==> config.mk <==
export PLATFORM = sky130hd
export DESIGN_NAME = dmem_ctrl_flat
export DESIGN_NICKNAME = d
export VERILOG_FILES = /design/src/rtl/dmem_ctrl_if.sv /design/src/rtl/dmem_ctrl.sv /design/src/flat_wrapper.sv
export SDC_FILE = /design/constraint.sdc
export NUM_CORES = 1
export LEC_CHECK = 0
export CAP_MARGIN = 10
export CORE_UTILIZATION = 48
export DETAILED_ROUTE_END_ITERATION = 10
export GPL_TIMING_DRIVEN = 0
export PLACE_DENSITY = 0.87
export RECOVER_POWER = 25
export SLEW_MARGIN = 40
export SYNTH_ARGS = -nofsm -noshare
export SYNTH_HDL_FRONTEND = slang
export SYNTH_SLANG_ARGS = --single-unit
==> constraint.sdc <==
create_clock -name clk -period 5.8 [get_ports clk]
set_input_delay 1.16 -clock clk [delete_from_list [all_inputs] [get_ports clk]]
set_output_delay 1.16 -clock clk [all_outputs]
set_load 0.01 [all_outputs]
==> src/rtl/dmem_ctrl_if.sv <==
// -----------------------------------------------------------------------------
// dmem_ctrl_if
// External data-bus bundle between the data-memory controller and memory.
//   mem_req    controller -> memory : bus request
//   mem_we     controller -> memory : 1 = write
//   mem_addr   controller -> memory : word address
//   mem_be     controller -> memory : byte enables
//   mem_wdata  controller -> memory : lane-replicated store data
//   mem_gnt    memory -> controller : request accepted
//   mem_rvalid memory -> controller : mem_rdata valid
//   mem_rdata  memory -> controller : read word
// Modports: master (controller side), slave (memory side).
// -----------------------------------------------------------------------------
interface dmem_ctrl_if #(
    parameter int unsigned W = 32
);
    logic         mem_req;
    logic         mem_we;
    logic [W-1:0] mem_addr;
    logic [3:0]   mem_be;
    logic [W-1:0] mem_wdata;
    logic         mem_gnt;
    logic         mem_rvalid;
    logic [W-1:0] mem_rdata;

    modport master (
        output mem_req, mem_we, mem_addr, mem_be, mem_wdata,
        input  mem_gnt, mem_rvalid, mem_rdata
    );

    modport slave (
        input  mem_req, mem_we, mem_addr, mem_be, mem_wdata,
        output mem_gnt, mem_rvalid, mem_rdata
    );
endinterface

==> src/rtl/dmem_ctrl.sv <==
// -----------------------------------------------------------------------------
// dmem_ctrl
// Data-memory bus controller behind the memory stage. Converts a load/store
// request into a req/gnt/rvalid bus transaction, steers store byte lanes,
// returns aligned sign/zero-extended load data and stalls the pipeline until
// the access completes.
//   clk, rst   clock, asynchronous active-high reset
//   opType     2'b10 load, 2'b01 store, otherwise none
//   width      funct3 access size (B/H/W/BU/HU)
//   data_addr  byte address
//   data_out   store data
//   data_in    extended load result
//   stall      pipeline hold
//   misalign   illegal/misaligned access flag (no bus access made)
//   bus_err    one-cycle pulse on timeout abort
//   mem        external data bus (dmem_ctrl_if.master)
// Optional feature: define DMEM_TIMEOUT_EN to abort bus waits after TIMEOUT
// cycles; otherwise the controller waits indefinitely and bus_err is 0.
// -----------------------------------------------------------------------------
module dmem_ctrl #(
    parameter int unsigned W       = 32,
    parameter int unsigned TIMEOUT = 16
) (
    input  logic         clk,
    input  logic         rst,
    input  logic [1:0]   opType,
    input  logic [2:0]   width,
    input  logic [W-1:0] data_addr,
    input  logic [W-1:0] data_out,
    output logic [W-1:0] data_in,
    output logic         stall,
    output logic         misalign,
    output logic         bus_err,
    dmem_ctrl_if.master  mem
);

    if (W != 32) begin : g_bad_w
        $error("dmem_ctrl supports only W = 32");
    end
    if (TIMEOUT < 1) begin : g_bad_timeout
        $error("dmem_ctrl TIMEOUT must be at least 1");
    end

    typedef enum logic [1:0] {IDLE, REQ, WAIT_R, DONE} state_t;

    state_t       r_state;
    state_t       w_next;
    logic         r_we;
    logic [W-1:0] r_addr;
    logic [3:0]   r_be;
    logic [W-1:0] r_wdata;
    logic [1:0]   r_off;
    logic [2:0]   r_width;
    logic [W-1:0] r_load_q;

    logic         w_is_ld;
    logic         w_is_st;
    logic         w_bad_width;
    logic         w_misal;
    logic         w_illegal;
    logic         w_start;
    logic [3:0]   w_be;
    logic [W-1:0] w_wdata;
    logic [W-1:0] w_shifted;
    logic [W-1:0] w_load;
    logic         w_finish;
    logic         w_capture;
    logic         w_timeout;
    logic         w_abort;

    assign w_is_ld = (opType == 2'b10);
    assign w_is_st = (opType == 2'b01);

    always_comb begin
        w_bad_width = 1'b0;
        w_misal     = 1'b0;
        case (width)
            3'b000, 3'b100: w_misal = 1'b0;
            3'b001, 3'b101: w_misal = data_addr[0];
            3'b010:         w_misal = |data_addr[1:0];
            default:        w_bad_width = 1'b1;
        endcase
    end

    // Unsigned widths have no store form, so width[2] on a store is illegal.
    assign w_illegal = (w_is_ld || w_is_st) && (w_bad_width || w_misal || (w_is_st && width[2]));
    assign w_start   = (w_is_ld || w_is_st) && !w_illegal;

    always_comb begin
        w_be    = 4'b1111;
        w_wdata = data_out;
        case (width[1:0])
            2'b00: begin
                w_be    = 4'b0001 << data_addr[1:0];
                w_wdata = {4{data_out[7:0]}};
            end
            2'b01: begin
                w_be    = data_addr[1] ? 4'b1100 : 4'b0011;
                w_wdata = {2{data_out[15:0]}};
            end
            default: begin
                w_be    = 4'b1111;
                w_wdata = data_out;
            end
        endcase
    end

    assign w_shifted = mem.mem_rdata >> {r_off, 3'b000};

    always_comb begin
        case (r_width)
            3'b000:  w_load = {{24{w_shifted[7]}}, w_shifted[7:0]};
            3'b001:  w_load = {{16{w_shifted[15]}}, w_shifted[15:0]};
            3'b100:  w_load = {{24{1'b0}}, w_shifted[7:0]};
            3'b101:  w_load = {{16{1'b0}}, w_shifted[15:0]};
            default: w_load = mem.mem_rdata;
        endcase
    end

    // A completing handshake always wins over a timeout in the same cycle.
    assign w_finish  = ((r_state == REQ) && mem.mem_gnt && (r_we || mem.mem_rvalid)) ||
                       ((r_state == WAIT_R) && mem.mem_rvalid);
    assign w_capture = w_finish && !r_we;
    assign w_abort   = w_timeout && !w_finish;

`ifdef DMEM_TIMEOUT_EN
    localparam int unsigned CW = $clog2(TIMEOUT + 1);

    logic [CW-1:0] r_cnt;
    logic          r_bus_err;

    assign w_timeout = ((r_state == REQ) || (r_state == WAIT_R)) && (r_cnt == CW'(TIMEOUT - 1));

    always_ff @(posedge clk or posedge rst) begin
        if (rst) begin
            r_cnt     <= '0;
            r_bus_err <= 1'b0;
        end else begin
            r_bus_err <= w_abort;
            if ((r_state == IDLE) && w_start) begin
                r_cnt <= '0;
            end else if ((r_state == REQ) || (r_state == WAIT_R)) begin
                r_cnt <= r_cnt + 1'b1;
            end
        end
    end

    assign bus_err = r_bus_err;
`else
    assign w_timeout = 1'b0;
    assign bus_err   = 1'b0;
`endif

    always_ff @(posedge clk or posedge rst) begin
        if (rst) begin
            r_state <= IDLE;
        end else begin
            r_state <= w_next;
        end
    end

    always_comb begin
        w_next = r_state;
        case (r_state)
            IDLE: begin
                if (w_start) w_next = REQ;
            end
            REQ: begin
                if (w_finish || w_abort) w_next = DONE;
                else if (mem.mem_gnt)    w_next = WAIT_R;
            end
            WAIT_R: begin
                if (w_finish || w_abort) w_next = DONE;
            end
            DONE: begin
                w_next = IDLE;
            end
            default: w_next = IDLE;
        endcase
    end

    always_ff @(posedge clk or posedge rst) begin
        if (rst) begin
            r_we     <= 1'b0;
            r_addr   <= '0;
            r_be     <= '0;
            r_wdata  <= '0;
            r_off    <= '0;
            r_width  <= '0;
            r_load_q <= '0;
        end else begin
            if ((r_state == IDLE) && w_start) begin
                r_we    <= w_is_st;
                r_addr  <= {data_addr[W-1:2], 2'b00};
                r_be    <= w_be;
                r_wdata <= w_wdata;
                r_off   <= data_addr[1:0];
                r_width <= width;
            end
            if (w_capture) begin
                r_load_q <= w_load;
            end else if (w_abort) begin
                r_load_q <= '0;
            end
        end
    end

    assign mem.mem_req   = (r_state == REQ);
    assign mem.mem_we    = r_we;
    assign mem.mem_addr  = r_addr;
    assign mem.mem_be    = r_be;
    assign mem.mem_wdata = r_wdata;

    assign stall    = !rst && (((r_state == IDLE) && w_start) || (r_state == REQ) || (r_state == WAIT_R));
    assign misalign = !rst && (r_state == IDLE) && w_illegal;
    assign data_in  = misalign ? '0 : r_load_q;

endmodule

==> src/flat_wrapper.sv <==
// flat-port wrapper written by rule: the top's interface ports become plain ports
module dmem_ctrl_flat 
#(
    parameter int unsigned W       = 32,
    parameter int unsigned TIMEOUT = 16
)
  (clk, rst, opType, width, data_addr, data_out, data_in, stall, misalign, bus_err, mem_mem_req, mem_mem_we, mem_mem_addr, mem_mem_be, mem_mem_wdata, mem_mem_gnt, mem_mem_rvalid, mem_mem_rdata);
  dmem_ctrl_if #(.W(W)) mem_i ();
  input  logic clk;
  input  logic rst;
  input  logic [1:0] opType;
  input  logic [2:0] width;
  input  logic [W-1:0] data_addr;
  input  logic [W-1:0] data_out;
  output logic [W-1:0] data_in;
  output logic stall;
  output logic misalign;
  output logic bus_err;
  output wire logic [$bits(mem_i.mem_req)-1:0] mem_mem_req;
  output wire logic [$bits(mem_i.mem_we)-1:0] mem_mem_we;
  output wire logic [$bits(mem_i.mem_addr)-1:0] mem_mem_addr;
  output wire logic [$bits(mem_i.mem_be)-1:0] mem_mem_be;
  output wire logic [$bits(mem_i.mem_wdata)-1:0] mem_mem_wdata;
  input wire logic [$bits(mem_i.mem_gnt)-1:0] mem_mem_gnt;
  input wire logic [$bits(mem_i.mem_rvalid)-1:0] mem_mem_rvalid;
  input wire logic [$bits(mem_i.mem_rdata)-1:0] mem_mem_rdata;
  assign mem_mem_req = mem_i.mem_req;
  assign mem_mem_we = mem_i.mem_we;
  assign mem_mem_addr = mem_i.mem_addr;
  assign mem_mem_be = mem_i.mem_be;
  assign mem_mem_wdata = mem_i.mem_wdata;
  assign mem_i.mem_gnt = mem_mem_gnt;
  assign mem_i.mem_rvalid = mem_mem_rvalid;
  assign mem_i.mem_rdata = mem_mem_rdata;
  dmem_ctrl #(.W(W), .TIMEOUT(TIMEOUT)) u_core (.clk(clk), .rst(rst), .opType(opType), .width(width), .data_addr(data_addr), .data_out(data_out), .data_in(data_in), .stall(stall), .misalign(misalign), .bus_err(bus_err), .mem(mem_i));
endmodule
# After elaboration in Yosys (flattened, before gate mapping)
# Index checks and enable logic that the tools add are counted.
# word_totals
input_bits	105
ff_bits	106
wordCells	67
out_inout_bits	105
# op_classes
n_reduce_logical	29
n_eq_ne	16
shift	2
n_mux	12
# op_table
cell	count
$pmux 32 s4	1
$pmux 32 s2	1
$mux 32	1
$shr 32x5->16	1
$eq 3x3->1 const B	4
$logic_and 1x1->1	11
$mux 2	4
$pmux 2 s4	1
$pmux 4 s2	1
$logic_or 1x1->1	7
$eq 2x1->1 const B	3
$eq 2x2->1 const B	3
$eq 3x1->1 const B	2
$logic_not 3->1	2
$reduce_or 5->1	1
$logic_not 2->1	2
$mux 4	1
$ne 2x1->1 const B	2
$reduce_or 2->1	2
$shl 1x2->4 const A	1
$eq 3x2->1 const B	1
$logic_not 1->1	3
$ne 3x1->1 const B	1
$reduce_and 3->1	1
2 further kinds	2

# Logic depth before layout (Yosys ltp)
# logic_depth
ltp_word	12
mapped_depth	8
ltp_nobuf	6

# Worst setup path after synthesis
# OpenSTA, ideal clock, no wires.
# synth_path
kind	input-to-output
start	in opType[1]
end	out data_in[13]
path_slack_ps	2132
required_time_ps	4640
cell_stages	6
t_arrival_ps	2508
n_path_buf	1
path_cell_list	inv_1 ha_1 nor2b_1 nor4b_2 clkbuf_1 and2b_1
# synth_via
elab_chain_len	6
word_cells_on_any_way	8
cone_classes	eq/ne (2); mux (1); reduce/logical (5)
# synth_rtl
item	line	text
from (decl)	flat_wrapper.sv:11	input logic [1:0] opType;
$eq 2x1->1	dmem_ctrl.sv:72	assign w_is_st = (opType == 2'b01);
$logic_and 1x1->1	dmem_ctrl.sv:86	assign w_illegal = (w_is_ld || w_is_st) && (w_bad_width || w_misal || (w_is_st && width[2]));
$logic_or 1x1->1	dmem_ctrl.sv:86	
$logic_and 1x1->1 *	dmem_ctrl.sv:86	
$logic_and 1x1->1 *	dmem_ctrl.sv:215	assign misalign = !rst && (r_state == IDLE) && w_illegal;
$mux 32 *	dmem_ctrl.sv:216	assign data_in = misalign ? '0 : r_load_q;
to (decl)	flat_wrapper.sv:15	output logic [W-1:0] data_in;
# Every way passes the cells marked *; elsewhere a longest branch is shown, timed or not.

# Worst setup path after layout
# Same ends and word-level chain as after synthesis.

==> results.txt <==
Clock tree synthesis selected as its root buffer the cell clkbuf_8. The cell count after synthesis came out at 516. The largest fanout on the critical path is 10. The CTS tree is built. The setup fix buffers added after clock tree synthesis is 0. The synthesized design contains 0 enable-type register cells. The total detailed-routing wirelength came out at 15800 µm. The area added between synthesis and finish is 45.0%. The highest cell delay on the worst timing path is 530 ps. The post-detailed-route count of antenna-violating nets came out at 0.

The die boundary height is 108 µm. The initial antenna violation count came out at 0. The total count of max-transition violations in the final report is 56. The sequential-to-total area share from yosys stat is 0.493.

Setup repair after global routing left no endpoint under its margin. The fraction of layout cells with a size suffix above 1 is 0.116. The core area is 10900 µm².

In the routed layout, each cell is associated on average with a via count of 5.58. The slowest stage of the critical path belongs to the cell nor4b_4. Dividing the detail-routed wire length by the instance count gives 17.9 µm. The net count of the finished layout is 845. The number of sinks on the clock net came out at 106. Clock-pin slew was measured on the worst setup and hold paths at 90 ps. Dividing the final minimum period by the clock period gives 0.840. Traced cell by cell, the critical path runs through clkdlybuf4s50_1, inv_1, ha_1, nor2b_1, nor4b_4, clkbuf_1, and2b_1, clkdlybuf4s50_1. The number of diodes came out at 0. The count of buffers added on input and output ports is 206. The synthesized netlist occupies a cell area of 5380 µm². The flow ran to the end, but the final reports show violations. The final-report hold violation count came out at 0. The total of max-cap violations is 1. No sink is reached through more buffers than the 2 on the longest clock path.

The wire length of the first global-routing pass is 24600 µm. After synthesis the netlist holds a flip-flop and latch count of 106. STA classifies the critical path endpoint as a primary output.

The via count of the first global-routing pass is 5032. The startpoint of the worst hold path is u_core.r_load_q[7]. The die is 108 µm wide.

The total grt overflow is 0. The insertion delay to the later sink of the worst-skew pair is 360 ps. The initial core utilization came out at 0.494. The post-route setup TNS is 0 ps. The most common library cell in the layout ignoring fill and taps is clkdlybuf4s50_1. In this run the critical register-to-register path is launched from u_core.r_state[0].

The max-slew headroom at the worst pin came out at -0.651. The routability-driven placement congestion ratio came out at 0.931. The final reports fail on max-capacitance violations, max-slew violations.

After the first detailed-routing iteration, the DRC count stood at 279. The critical path starts at opType[1]. The top cell types in the final layout, fill and taps aside, are clkdlybuf4s50_1, dfrtp_1, nand2_1. The shortest clock period the worst path allows after layout came out at 4870 ps. The worst setup path is of the in2out kind. For this run, the share of the core covered by cells in the final layout is 0.717. The cell count after placement came out at 865.

The top-level port count came out at 210. The final standard cell count with taps included and fillers excluded is 880. Data on the critical path is required at its endpoint by 4640 ps. The first-pass iteration count of the detailed router is 5. The power density of the placed cells came out at 486 nW/µm². The static leakage is 3.45 nW.

The maximum number of pins on one net before global-route repair is 56. The highest clock frequency the design can meet is 205 MHz. The largest clock skew in the final design is 6.31 ps. After synthesis, the mean cell area works out to 10.4 µm². The peak supply drop came out at 289 µV.

The detailed-route DRC error count came out at 0. The floorplan step defined a die boundary enclosing 11600 µm². The H-tree was split into 3 levels.

The number of distinct library cell variants in the gate-level netlist after synthesis came out at 39. Clock tree synthesis inserted a total of 9 buffers. The proportion of register bits with asynchronous set or reset after synthesis is 1.00. The type of element launching the critical path is a primary input.

The total number of vias is 4914. The worst hold path belongs to the class reg2reg. The number of filler instances in the final layout is 801. After clock tree synthesis, the flow added hold-fix buffers numbering 0. The overall routing resource usage is 0.278. After floorplanning, the core was divided into 38 placement rows. The most instantiated flip-flop cell in the synthesis netlist is dfrtp_1.

The data arrival at the endpoint of the critical path came out at 3710 ps. The most frequent cell on the critical path is clkdlybuf4s50_1. At the pin with the least slew margin, the transition time is 2460 ps. The placed wire-length estimate after detailed placement is 12000 µm. After clock tree synthesis, the repair step resized 0 gates. The synthesis warning total came out at 0. Setup violations remaining at the end of the flow were counted as 0.
## cell type report
| class | count | area, µm² | share of cell area |
|---|---|---|---|
| Buffer | 40 | 196 | 0.0252 |
| Clock buffer | 9 | 124 | 0.0159 |
| Clock inverter | 6 | 33.8 | 0.00433 |
| Inverter | 8 | 31.3 | 0.00401 |
| Multi-Input combinational cell | 364 | 2520 | 0.323 |
| Sequential cell | 106 | 2650 | 0.340 |
| Tap cell | 140 | 175 | 0.0225 |
| Timing Repair Buffer | 207 | 2070 | 0.265 |
## cells in the mapped netlist, drive strengths merged, types with 2 or more instances
master | count | area [µm²]
mux2i | 43 | 430
dfrtp | 106 | 2650
clkbuf | 23 | 86.3
nand2 | 57 | 214
a21oi | 22 | 110
o211ai | 7 | 52.6
buf | 17 | 110
nor2 | 24 | 90.1
ha | 4 | 50.1
nor2b | 32 | 200
o21ai | 48 | 244
nand3 | 32 | 160
and2b | 2 | 15.0
inv | 8 | 30.0
a221oi | 3 | 32.5
or2 | 2 | 12.5
nand2b | 8 | 50.1
o22ai | 7 | 43.8
a2bb2oi | 7 | 61.3
mux2 | 43 | 552
a31oi | 2 | 18.8
nand3b | 9 | 67.6
## metal layers
metal  wire [µm]  GRT usage
met1        5850      0.314
met2        7820      0.471
met3        1600     0.0926
met4         515      0.133
met5           0          0
## cells by family (layout without fill, tap and decap cells)
family | after synthesis | count (layout) | synth area share
buf+inv | 48 | 270 | 0.0421
fa+ha+maj | 4 | 4 | 0.00930
compound gates | 101 | 101 | 0.113
mux | 86 | 86 | 0.182
other cells | 1 | 3 | 0.000697
simple gates | 170 | 170 | 0.160
flops | 106 | 106 | 0.493
## through the flow
step	setup WS (ps)	area [µm²]	power [mW]	hold slack, ps
2_1_floorplan	1850	5390	2.35	442
3_3_place_gp	358	7630	3.31	462
3_5_place_dp	721	7660	3.40	464
4_1_cts	704	7820	3.81	485
5_1_grt	714	7800	4.03	513
6_report	926	7800	3.79	485
## path summary, 6_finish.rpt
path / depth (start not counted) / slack [ps] / end
worst max-delay path: 8 / 930 / data_in[13]
worst min-delay path: 2 / 490 / u_core.r_load_q[7]
worst max register to register: 8 / 3640 / u_core.r_load_q[19]
worst min register to register: 2 / 490 / u_core.r_load_q[7]
max in group asynchronous: 3 / 1640 / u_core.mem.mem_be[1]
min in group asynchronous: 2 / 2040 / u_core.mem.mem_addr[11]
## sequential cells by signal, summed over array words and instances, names as in the netlist
name / flops
u_core.r_width: 3
u_core.r_load_q: 32
u_core.mem.mem_we: 1
u_core.r_off: 2
u_core.mem.mem_addr: 30
u_core.mem.mem_wdata: 32
u_core.mem.mem_be: 4
u_core.r_state: 2
## worst max-delay path: cells and delay by family
kind,cells,cell delay (ps)
simple gates,3,950
fa+ha+maj,1,280
buf+inv,4,1330
## report_power, final
| part | switching (mW) | internal, mW |
|---|---|---|
| Sequential | 0.214 | 1.10 |
| Clock | 0.246 | 0.152 |
| Combinational | 0.928 | 1.15 |
Power figures use the tool's default switching activity.
